--- src/rtl/fifo_pkg.sv ---
// Shared definitions for the FIFO read-side controller and its buffer.
// Holds the controller state encoding, the default data width and the FIFO read
// latency (cycles from read_en to valid fifo_out), which fifo_top also uses.
package fifo_pkg;

  typedef enum logic [1:0] {
    IDLE  = 2'd0,
    RUN   = 2'd1,
    DRAIN = 2'd2
  } state_e;

  localparam int unsigned DATA_WIDTH_DEFAULT = 4;

  // fifo_out is registered: data appears one cycle after read_en. The reader's
  // single pending flag tracks exactly this one-cycle gap.
  localparam int unsigned READ_LATENCY = 1;

endpackage

--- src/rtl/fifo_reader_if.sv ---
// Valid/ready stream carrying FIFO words to the downstream consumer.
//   m_data  : stream word, DATA_WIDTH+1 bits (same width as fifo_out)
//   m_valid : word on m_data is valid
//   m_ready : consumer accepts the word this cycle
// master drives data/valid, slave drives ready.
interface fifo_reader_if #(
  parameter int unsigned DATA_WIDTH = fifo_pkg::DATA_WIDTH_DEFAULT
) ();

  logic [DATA_WIDTH:0] m_data;
  logic                m_valid;
  logic                m_ready;

  modport master (
    output m_data,
    output m_valid,
    input  m_ready
  );

  modport slave (
    input  m_data,
    input  m_valid,
    output m_ready
  );

endinterface

--- src/rtl/fifo_skid_buf.sv ---
// Two-entry output buffer between the FIFO read data and the stream.
//   clk         : clock, posedge
//   reset       : asynchronous active-low reset
//   push_i      : write push_data_i this cycle (caller guarantees count_o < 2 after any pop)
//   push_data_i : word to store
//   pop_i       : remove the head word (caller guarantees count_o > 0)
//   head_o      : oldest stored word
//   count_o     : number of stored words, 0..2
// A push into an empty buffer only becomes visible on head_o next cycle, so there
// is no combinational path from push_data_i to head_o.
module fifo_skid_buf
  import fifo_pkg::*;
#(
  parameter int unsigned DATA_WIDTH = DATA_WIDTH_DEFAULT
) (
  input  logic                clk,
  input  logic                reset,
  input  logic                push_i,
  input  logic [DATA_WIDTH:0] push_data_i,
  input  logic                pop_i,
  output logic [DATA_WIDTH:0] head_o,
  output logic [1:0]          count_o
);

  logic [DATA_WIDTH:0] head_q, head_d;
  logic [DATA_WIDTH:0] tail_q, tail_d;
  logic [1:0]          count_q, count_d;

  always_comb begin
    head_d  = head_q;
    tail_d  = tail_q;
    count_d = count_q;
    case ({push_i, pop_i})
      2'b10: begin
        if (count_q == 2'd0) begin
          head_d = push_data_i;
        end else begin
          tail_d = push_data_i;
        end
        count_d = count_q + 2'd1;
      end
      2'b01: begin
        head_d  = tail_q;
        count_d = count_q - 2'd1;
      end
      2'b11: begin
        // Count unchanged; the incoming word lands behind whatever remains.
        if (count_q == 2'd1) begin
          head_d = push_data_i;
        end else begin
          head_d = tail_q;
          tail_d = push_data_i;
        end
      end
      default: ;
    endcase
  end

  always_ff @(posedge clk or negedge reset) begin
    if (!reset) begin
      head_q  <= '0;
      tail_q  <= '0;
      count_q <= 2'd0;
    end else begin
      head_q  <= head_d;
      tail_q  <= tail_d;
      count_q <= count_d;
    end
  end

  assign head_o  = head_q;
  assign count_o = count_q;

endmodule

--- src/rtl/fifo_reader.sv ---
// Read-side controller for the single-clock FIFO.
// Watches fifo_empty, issues read strobes, captures fifo_out one cycle later into
// a two-entry buffer and presents it as a valid/ready stream, either for a fixed
// burst of burst_len words or continuously (burst_len == 0) until stop.
//   clk          : clock, posedge
//   reset        : asynchronous active-low reset
//   fifo_empty   : FIFO empty flag (registered in the FIFO)
//   fifo_read_en : read strobe, one word per high cycle
//   fifo_out     : FIFO read data, valid the cycle after fifo_read_en
//   start        : begin a burst (accepted in IDLE only)
//   burst_len    : words to read, sampled on start; 0 = continuous
//   stop         : stop issuing reads and drain
//   busy         : controller in RUN or DRAIN
//   done         : one-cycle pulse when a burst has fully drained
//   word_count   : handshakes since the last accepted start
//   m_stream     : output stream (master)
module fifo_reader
  import fifo_pkg::*;
#(
  parameter int unsigned DATA_WIDTH = DATA_WIDTH_DEFAULT,
  parameter int unsigned LEN_WIDTH  = 8
) (
  input  logic                 clk,
  input  logic                 reset,
  input  logic                 fifo_empty,
  output logic                 fifo_read_en,
  input  logic [DATA_WIDTH:0]  fifo_out,
  input  logic                 start,
  input  logic [LEN_WIDTH-1:0] burst_len,
  input  logic                 stop,
  output logic                 busy,
  output logic                 done,
  output logic [LEN_WIDTH-1:0] word_count,
  fifo_reader_if.master        m_stream
);

  state_e               state_q;
  logic [LEN_WIDTH-1:0] remaining_q;
  logic                 continuous_q;
  logic                 pending_q;
  logic [LEN_WIDTH-1:0] word_count_q;

  logic [DATA_WIDTH:0]  buf_head;
  logic [1:0]           buf_count;
  logic                 m_valid;
  logic                 handshake;
  logic [2:0]           in_flight;
  logic                 read_ok;
  logic                 last_read;

  assign m_valid   = (buf_count != 2'd0);
  assign handshake = m_valid && m_stream.m_ready;

  // Words that will occupy the buffer after this edge: stored + arriving - leaving.
  // Issuing only while this is below 2 keeps the buffer from ever overflowing.
  assign in_flight = 3'(buf_count) + 3'(pending_q) - 3'(handshake);

  // fifo_empty is registered in the FIFO and updates on the same edge that samples
  // the strobe, so gating on the current flag is enough to never over-read and
  // still allows back-to-back reads.
  assign read_ok = (state_q == RUN) && !fifo_empty &&
                   (continuous_q || (remaining_q != '0)) &&
                   (in_flight < 3'd2);

  assign last_read = read_ok && !continuous_q && (remaining_q == LEN_WIDTH'(1));

  fifo_skid_buf #(
    .DATA_WIDTH (DATA_WIDTH)
  ) u_skid_buf (
    .clk         (clk),
    .reset       (reset),
    .push_i      (pending_q),
    .push_data_i (fifo_out),
    .pop_i       (handshake),
    .head_o      (buf_head),
    .count_o     (buf_count)
  );

  always_ff @(posedge clk or negedge reset) begin
    if (!reset) begin
      state_q      <= IDLE;
      remaining_q  <= '0;
      continuous_q <= 1'b0;
      pending_q    <= 1'b0;
      word_count_q <= '0;
    end else begin
      pending_q <= read_ok;
      if (handshake) begin
        word_count_q <= word_count_q + LEN_WIDTH'(1);
      end
      case (state_q)
        IDLE: begin
          // stop is meaningless here, so start wins even if both are high.
          if (start) begin
            state_q      <= RUN;
            remaining_q  <= burst_len;
            continuous_q <= (burst_len == '0);
            word_count_q <= '0;
          end
        end
        RUN: begin
          if (read_ok && !continuous_q) begin
            remaining_q <= remaining_q - LEN_WIDTH'(1);
          end
          if (stop || last_read) begin
            state_q <= DRAIN;
          end
        end
        DRAIN: begin
          if (!pending_q && (buf_count == 2'd0)) begin
            state_q <= IDLE;
          end
        end
        default: state_q <= IDLE;
      endcase
    end
  end

  assign fifo_read_en    = read_ok;
  assign busy            = (state_q != IDLE);
  // Decoded from registered state only: high on the DRAIN -> IDLE cycle.
  assign done            = (state_q == DRAIN) && !pending_q && (buf_count == 2'd0);
  assign word_count      = word_count_q;
  assign m_stream.m_valid = m_valid;
  assign m_stream.m_data  = buf_head;

endmodule

--- src/flat_wrapper.sv ---
// flat-port wrapper written by rule: the top's interface ports become plain ports
module fifo_reader_flat import fifo_pkg::*;
#(
  parameter int unsigned DATA_WIDTH = DATA_WIDTH_DEFAULT,
  parameter int unsigned LEN_WIDTH  = 8
)
  (clk, reset, fifo_empty, fifo_read_en, fifo_out, start, burst_len, stop, busy, done, word_count, m_stream_m_data, m_stream_m_valid, m_stream_m_ready);
  fifo_reader_if #(.DATA_WIDTH(DATA_WIDTH)) m_stream_i ();
  input  logic clk;
  input  logic reset;
  input  logic fifo_empty;
  output logic fifo_read_en;
  input  logic [DATA_WIDTH:0] fifo_out;
  input  logic start;
  input  logic [LEN_WIDTH-1:0] burst_len;
  input  logic stop;
  output logic busy;
  output logic done;
  output logic [LEN_WIDTH-1:0] word_count;
  output wire logic [$bits(m_stream_i.m_data)-1:0] m_stream_m_data;
  output wire logic [$bits(m_stream_i.m_valid)-1:0] m_stream_m_valid;
  input wire logic [$bits(m_stream_i.m_ready)-1:0] m_stream_m_ready;
  assign m_stream_m_data = m_stream_i.m_data;
  assign m_stream_m_valid = m_stream_i.m_valid;
  assign m_stream_i.m_ready = m_stream_m_ready;
  fifo_reader #(.DATA_WIDTH(DATA_WIDTH), .LEN_WIDTH(LEN_WIDTH)) u_core (.clk(clk), .reset(reset), .fifo_empty(fifo_empty), .fifo_read_en(fifo_read_en), .fifo_out(fifo_out), .start(start), .burst_len(burst_len), .stop(stop), .busy(busy), .done(done), .word_count(word_count), .m_stream(m_stream_i));
endmodule
--- config.mk ---
export PLATFORM = sky130hd
export DESIGN_NAME = fifo_reader_flat
export DESIGN_NICKNAME = d
export VERILOG_FILES = /design/src/rtl/fifo_pkg.sv /design/src/rtl/fifo_reader_if.sv /design/src/rtl/fifo_skid_buf.sv /design/src/rtl/fifo_reader.sv /design/src/flat_wrapper.sv
export SDC_FILE = /design/constraint.sdc
export NUM_CORES = 1
export LEC_CHECK = 0
export ABC_AREA = 1
export CAP_MARGIN = 0
export CORE_UTILIZATION = 53
export CTS_CLUSTER_SIZE = 24
export DETAILED_ROUTE_END_ITERATION = 12
export GPL_TIMING_DRIVEN = 0
export PLACE_DENSITY = 0.8
export SLEW_MARGIN = 30
export SYNTH_ARGS = -nofsm -noshare
export SYNTH_HDL_FRONTEND = slang
export SYNTH_HIERARCHICAL = 1
export SYNTH_SLANG_ARGS = --single-unit
--- constraint.sdc ---
create_clock -name clk -period 2.5 [get_ports clk]
set_input_delay 0.5 -clock clk [delete_from_list [all_inputs] [get_ports clk]]
set_output_delay 0.5 -clock clk [all_outputs]
set_load 0.005 [all_outputs]
# Yosys cells after proc, flatten, opt, wreduce, memory -nomap -nowiden
# Cells that the tools add are included.
[word_totals]
output_inout_bits = 17
register_bits = 32
in_bits = 19
[classes]
n_lt_le_gt_ge = 1
n_reduce_logical = 29
n_addsub = 6
mux = 17
n_eq_ne = 14
[op_table]
columns = ["cell", "count"]
rows = [
  ["$mux 8", 5],
  ["$mux 5", 4],
  ["$pmux 8 s2", 1],
  ["$pmux 5 s3", 1],
  ["$ne 2x2->1 const B", 5],
  ["$pmux 5 s2", 1],
  ["$reduce_bool 2->1", 5],
  ["$logic_and 1x1->1", 9],
  ["$reduce_and 3->1", 3],
  ["$add 8x1->8 const B", 1],
  ["$eq 8x1->1 const B", 1],
  ["$logic_not 8->1", 1],
  ["$reduce_bool 8->1", 1],
  ["$sub 8x1->8 const B", 1],
  ["$eq 2x1->1 const B", 3],
  ["$eq 2x2->1 const B", 3],
  ["$mux 2", 3],
  ["$pmux 2 s3", 1],
  ["$logic_not 2->1", 2],
  ["$ne 2x1->1 const B", 2],
  ["$pmux 2 s2", 1],
  ["$reduce_and 2->1", 2],
  ["$add 2x1->3", 1],
  ["$logic_not 1->1", 3],
  ["other kinds (6)", 7],
]

# Depth between registers and ports, before layout
# Gate-level depths: netlist of run 1.
[depth]
word_depth = 10
depth_mapped = 16
mapped_depth_nobuf = 16

# By module
# Netlist of run 1, hierarchy kept.
[modules_own_cells]
columns = ["module", "cells_each", "n_inst", "seq_area_each_um2", "area_per_inst_um2"]
rows = [
  ["fifo_reader", 201, 1, 500.5, 1366.3],
  ["fifo_skid_buf", 85, 1, 300.3, 669.4],
]

# Least setup slack after synthesis of run 1
# Ideal clock, no wire load.
[synth_timing]
path_type = "in2out"
start = "input port m_stream_m_ready"
end = "output port fifo_read_en"
cell_stages = 11
required_time_ns = 2.000
t_arrival_ns = 1.859
slack_ns = 0.141
path_cell_list = "inv_2 -> nor2_4 -> nand2_1 -> o21ai_0 -> nand2_1 -> fa_1 -> inv_1 -> nor2_1 -> nand2_2 -> nor2_2 -> and2_4"
[synth_between]
elab_chain_cells = 4
[synth_lines]
columns = ["item", "line_no", "source"]
rows = [
  ["from (decl)", "flat_wrapper.sv:22", "input wire logic [$bits(m_stream_i.m_ready)-1:0] m_stream_m_ready;"],
  ["$logic_and 1x1->1", "fifo_reader.sv:52", "assign handshake = m_valid && m_stream.m_ready;"],
  ["named net u_core.handshake", "fifo_reader.sv:46", "logic handshake;"],
  ["$sub 3x1->3", "fifo_reader.sv:56", "assign in_flight = 3'(buf_count) + 3'(pending_q) - 3'(handshake);"],
  ["$lt 3x2->1", "fifo_reader.sv:63", "(in_flight < 3'd2);"],
  ["$logic_and 1x1->1", "fifo_reader.sv:62", "(continuous_q || (remaining_q != '0)) &&"],
  ["to (decl)", "flat_wrapper.sv:12", "output logic fifo_read_en;"],
]
# The timed path passes the listed nets, and every way through them passes these cells.

# Worst setup path in the final report of run 1
[layout_timing]
start = "register u_core.u_skid_buf.count_q[1], in the netlist u_core/u_skid_buf/count_o[1]"
end = "output port fifo_read_en"
[layout_between]
elab_chain_cells = 5
word_cells_on_any_way = 6
[layout_lines]
columns = ["item", "line_no", "source"]
rows = [
  ["from (decl)", "fifo_skid_buf.sv:27", "logic [1:0] count_q, count_d;"],
  ["from (signal assigned)", "fifo_skid_buf.sv:67", "count_q <= count_d;"],
  ["$reduce_bool 2->1", "fifo_reader.sv:51", "assign m_valid = (buf_count != 2'd0);"],
  ["$logic_and 1x1->1", "fifo_reader.sv:52", ""],
  ["named net u_core.handshake", "fifo_reader.sv:46", ""],
  ["$sub 3x1->3", "fifo_reader.sv:56", ""],
  ["$lt 3x2->1", "fifo_reader.sv:63", ""],
  ["$logic_and 1x1->1", "fifo_reader.sv:62", ""],
]
# The timed path passes the listed nets, and every way through them passes these cells.

==> results.yml, run 1 <==
cts:
  ctsHoldBuffers: 0
  clkLatencyLatePin_ns: 0.28
  cts_buffer_depth: 2
  cts.sinks: 32
  htree_levels: 2
  cts_root_buffer: "clkbuf_8"
  tritoncts: "built"
  cts_made_buffers: 5
  cts.reportedPaths.clkPinSlew_ns: 0.06
timing:
  timing_max_transition_violations_final: 0
  rsz_0062_raised_after_global_routing: "true"
  setup_tns_ns: -0.151
  final.period_utilization_pct: 106
  fmaxAchievable_ghz: 0.377
  setup_viol: 1
  tightestPinTransition_ns: 0.378
  period_minus_slack_ns: 2.65
  fin_ws_ns: -0.151
  slew-limit-headroom_pct: 74.6
  timing_hold_violations_final: 0
  finalClockSkew_ns: 0.00345
power:
  fin_total_pwr_uw: 2860
  seqPwrFrac_pct: 32.2
  peakVddDrop_mv: 0.588
  total_switching_power_uw: 1230
  share_comb_of_total_power_pct: 53.6
  power_per_cell_area_nw_per_um2: 1080
  internal-power_uw: 1620
  switching_share_pct: 43.2
  cellLeakagePower_uw: 0.00134
  portion_of_total_power_attributed_to_the_clock_network_pct: 14.2
synthesis:
  synth_nets: 316
  synth_top_area_cell: "dfrtp_1"
  synth.top_cells.by_area: "dfrtp_1 (39%), nand2_1 (18%), nand3_1 (6.4%), ha_1 (6.1%), inv_1 (5.7%)"
  postSynthCellCount: 286
  synth.yosys.seq_area_share_pct: 39.3
  total_standard_cell_area_after_synthesis_um2: 2040
  post_synth.cell_area_avg_um2: 7.12
  synth_enable_flop_cells: 0
  postSynthRegisterBits: 32
  ys_types: 29
  synth_flop_cell: "dfrtp_1"
  yosys_warnings: 6
  synth-async-reset-ratio_pct: 100
  synth_top_area_share_pct: 39.3
placed_design:
  place.detailed.hpwl_um: 3350
  place_congestion: 0.914
  port_buffers: 35
hold_path:
  worstHoldPathType: "in2async"
outcome:
  failed_checks: "setup timing"
  status: "complete, but fails checks"
layout:
  antenna_cells: 0
  syn2layout_area_growth_pct: 29.4
  finalNetCount: 366
  drive_above_1_share_pct: 14.8
job:
  maxCapViolCount: 0
setup_path:
  maximum_fanout_along_the_worst_path: 2
  r2r_end: "u_core/remaining_q[4]$_DFFE_PN0P_"
  cp-startpoint: "u_core/u_skid_buf/count_o[1]$_DFFE_PN0P_"
  critPathCaptureType: "output port"
  crit_type: "reg2out"
  regToRegSetupSlack_ns: 0.11
  critPathArrivalTime_ns: 2.15
  timing.reg2reg.worst_path_depth: 16
  critPathRequiredTime_ns: 2.00
  worst_r2r_startpoint: "u_core/u_skid_buf/count_o[1]$_DFFE_PN0P_"
  cp-start-kind: "register"
detailed_routing:
  drt_drc_violations_left: 0
  detail_route_met3_wl_um: 240
  vias: 1959
  wl_met1_um: 2020
  first_pass_iters: 4
  highest_layer: "met4"
  detailedRoute.firstIterationViolations: 164
  post_drt_via_cell_ratio: 5.09
  totalWireLength_um: 4640
  met2RoutedLength_um: 2260
  wire_length_per_cell_after_detailed_routing_um: 12.0
  count_of_antenna_violating_nets_left_after_detailed_routing: 0
floorplan:
  floorplan.die.height_um: 64.0
  design.portCount: 36
  die-area_um2: 4090
  core_area_um2: 3660
  floorplan_die_width_um: 64.0
  start_util_pct: 55.6
  rows: 22
grt:
  grt_max_degree: 20
  first_global_vias: 1813
  antenna_found_initial: 0
  global_route.usage.total_pct: 24.9
  grt_pass1_wl_um: 7780
  gr-total-overflow: 0
## stage by stage
| stage | util (%) | instances | instance area, µm² | worst slack (ns) | hold slack, ns |
|---|---|---|---|---|---|
| finish | 71.9 | 385 | 2630 | -0.151 | 0.123 |
| floorplan | - | 286 | 2040 | 0.141 | 0.204 |
| global route | 71.9 | 385 | 2630 | -0.235 | 0.151 |
| global placement | 66.8 | 369 | 2450 | -1.02 | 0.459 |
| CTS | 71.5 | 384 | 2620 | -0.168 | 0.129 |
| detailed placement | 67.4 | 370 | 2470 | -1.05 | 0.434 |
## cell usage after synthesis, types with 2 or more instances
master	instances
nand2_2	3
xnor2_1	2
ha_1	10
nand4_1	3
o21ai_2	3
o21ai_0	8
dfrtp_1	32
nor4_1	2
a21oi_1	5
inv_2	11
nor3_1	2
inv_1	31
nor2_1	29
nand2_1	95
o21ai_1	9
nand3_1	26
nor2_4	2
nand2_4	2
## worst max-delay path, stage by stage, from the launching register on
cell and delay (ns):
dfrtp_2 0.42, nor2_4 0.16, nor2_4 0.05, nand2_2 0.07, inv_1 0.05, fa_1 0.50
inv_1 0.06, nor2_2 0.12, nand2_2 0.09, nor2_4 0.11, and2_4 0.16, buf_6 0.09
## logic make-up after synthesis
kind of cell / after synthesis / synth area share, %
AND/OR/NAND/NOR: 169 / 36.1
buffers and inverters: 44 / 8.67
flip-flops: 32 / 39.3
AO/OA/AOI/OAI: 27 / 7.44
adder cells (fa/ha/maj): 11 / 7.13
XOR/XNOR: 3 / 1.29
## final cells by class
class,instances,area [µm²]
clock buffers,8,90.1
well taps,48,60.1
flip-flops and latches,32,803
inverters,43,161
repair buffers,43,422
fillers,298,1030
multi-input cells,210,1080
plain buffers,1,15.0
## what timing repair did
action | in CTS | in global routing
gates cloned | 0 | 0
pin swaps | 7 | 6
gates resized for setup | 13 | 7
setup endpoints to repair | 10 | 9
buffers inserted | 6 | 1
## worst max path at each step
stage | endpoint | slack (ns)
2_1_floorplan | fifo_read_en | 0.14
3_3_place_gp | fifo_read_en | -1.02
3_5_place_dp | fifo_read_en | -1.05
4_1_cts | fifo_read_en | -0.17
5_1_grt | fifo_read_en | -0.24
6_report | fifo_read_en | -0.15
## power by group through the flow
stage	Combinational, µW	Sequential [µW]	Clock [µW]
6_report	1530	921	405
5_1_grt	1740	949	437
4_1_cts	1480	917	412
3_5_place_dp	1400	930	0
3_3_place_gp	1350	917	0
2_1_floorplan	953	896	0
## state kept, by name, summed over array words and instances, names as in the netlist
signal                     count
u_core/continuous_q            1
u_core/remaining_q             8
u_core/u_skid_buf/tail_q       5
u_core/u_skid_buf/head_o       5
u_core/pending_q               1
u_core/word_count              8
u_core/state_q                 2
u_core/u_skid_buf/count_o      2
## cell usage in the layout (no fill, tap or decap), drive strengths merged, types with 2 or more instances in the layout
master	count
ha	10
nor4	2
nand2	100
nor3	2
a21oi	6
clkbuf	8
xnor2	2
buf	12
nand4	3
nand3	26
o21ai	20
inv	42
nor2	32
dfrtp	32
clkdlybuf4s50	32
## layer usage
layer | global-route usage, % | vias to the layer above
met5 | 0 | -
met4 | 10.2 | 0
met3 | 5.89 | 12
met2 | 42.0 | 64
met1 | 30.4 | 887
li1 | - | 996
Power figures use the tool's default switching activity.
==> run 2, diff against run 1 <==
--- a/config.mk
+++ b/config.mk
@@ -6,7 +6,6 @@
 export NUM_CORES = 1
 export LEC_CHECK = 0
 export ABC_AREA = 1
-export CAP_MARGIN = 0
 export CORE_UTILIZATION = 53
 export CTS_CLUSTER_SIZE = 24
 export DETAILED_ROUTE_END_ITERATION = 12
@@ -17,3 +16,4 @@
 export SYNTH_HDL_FRONTEND = slang
 export SYNTH_HIERARCHICAL = 1
 export SYNTH_SLANG_ARGS = --single-unit
+export TNS_END_PERCENT = 5
==> results of run 2 <==
Same layout as run 1: the final DEF is identical, and so are final timing and power.
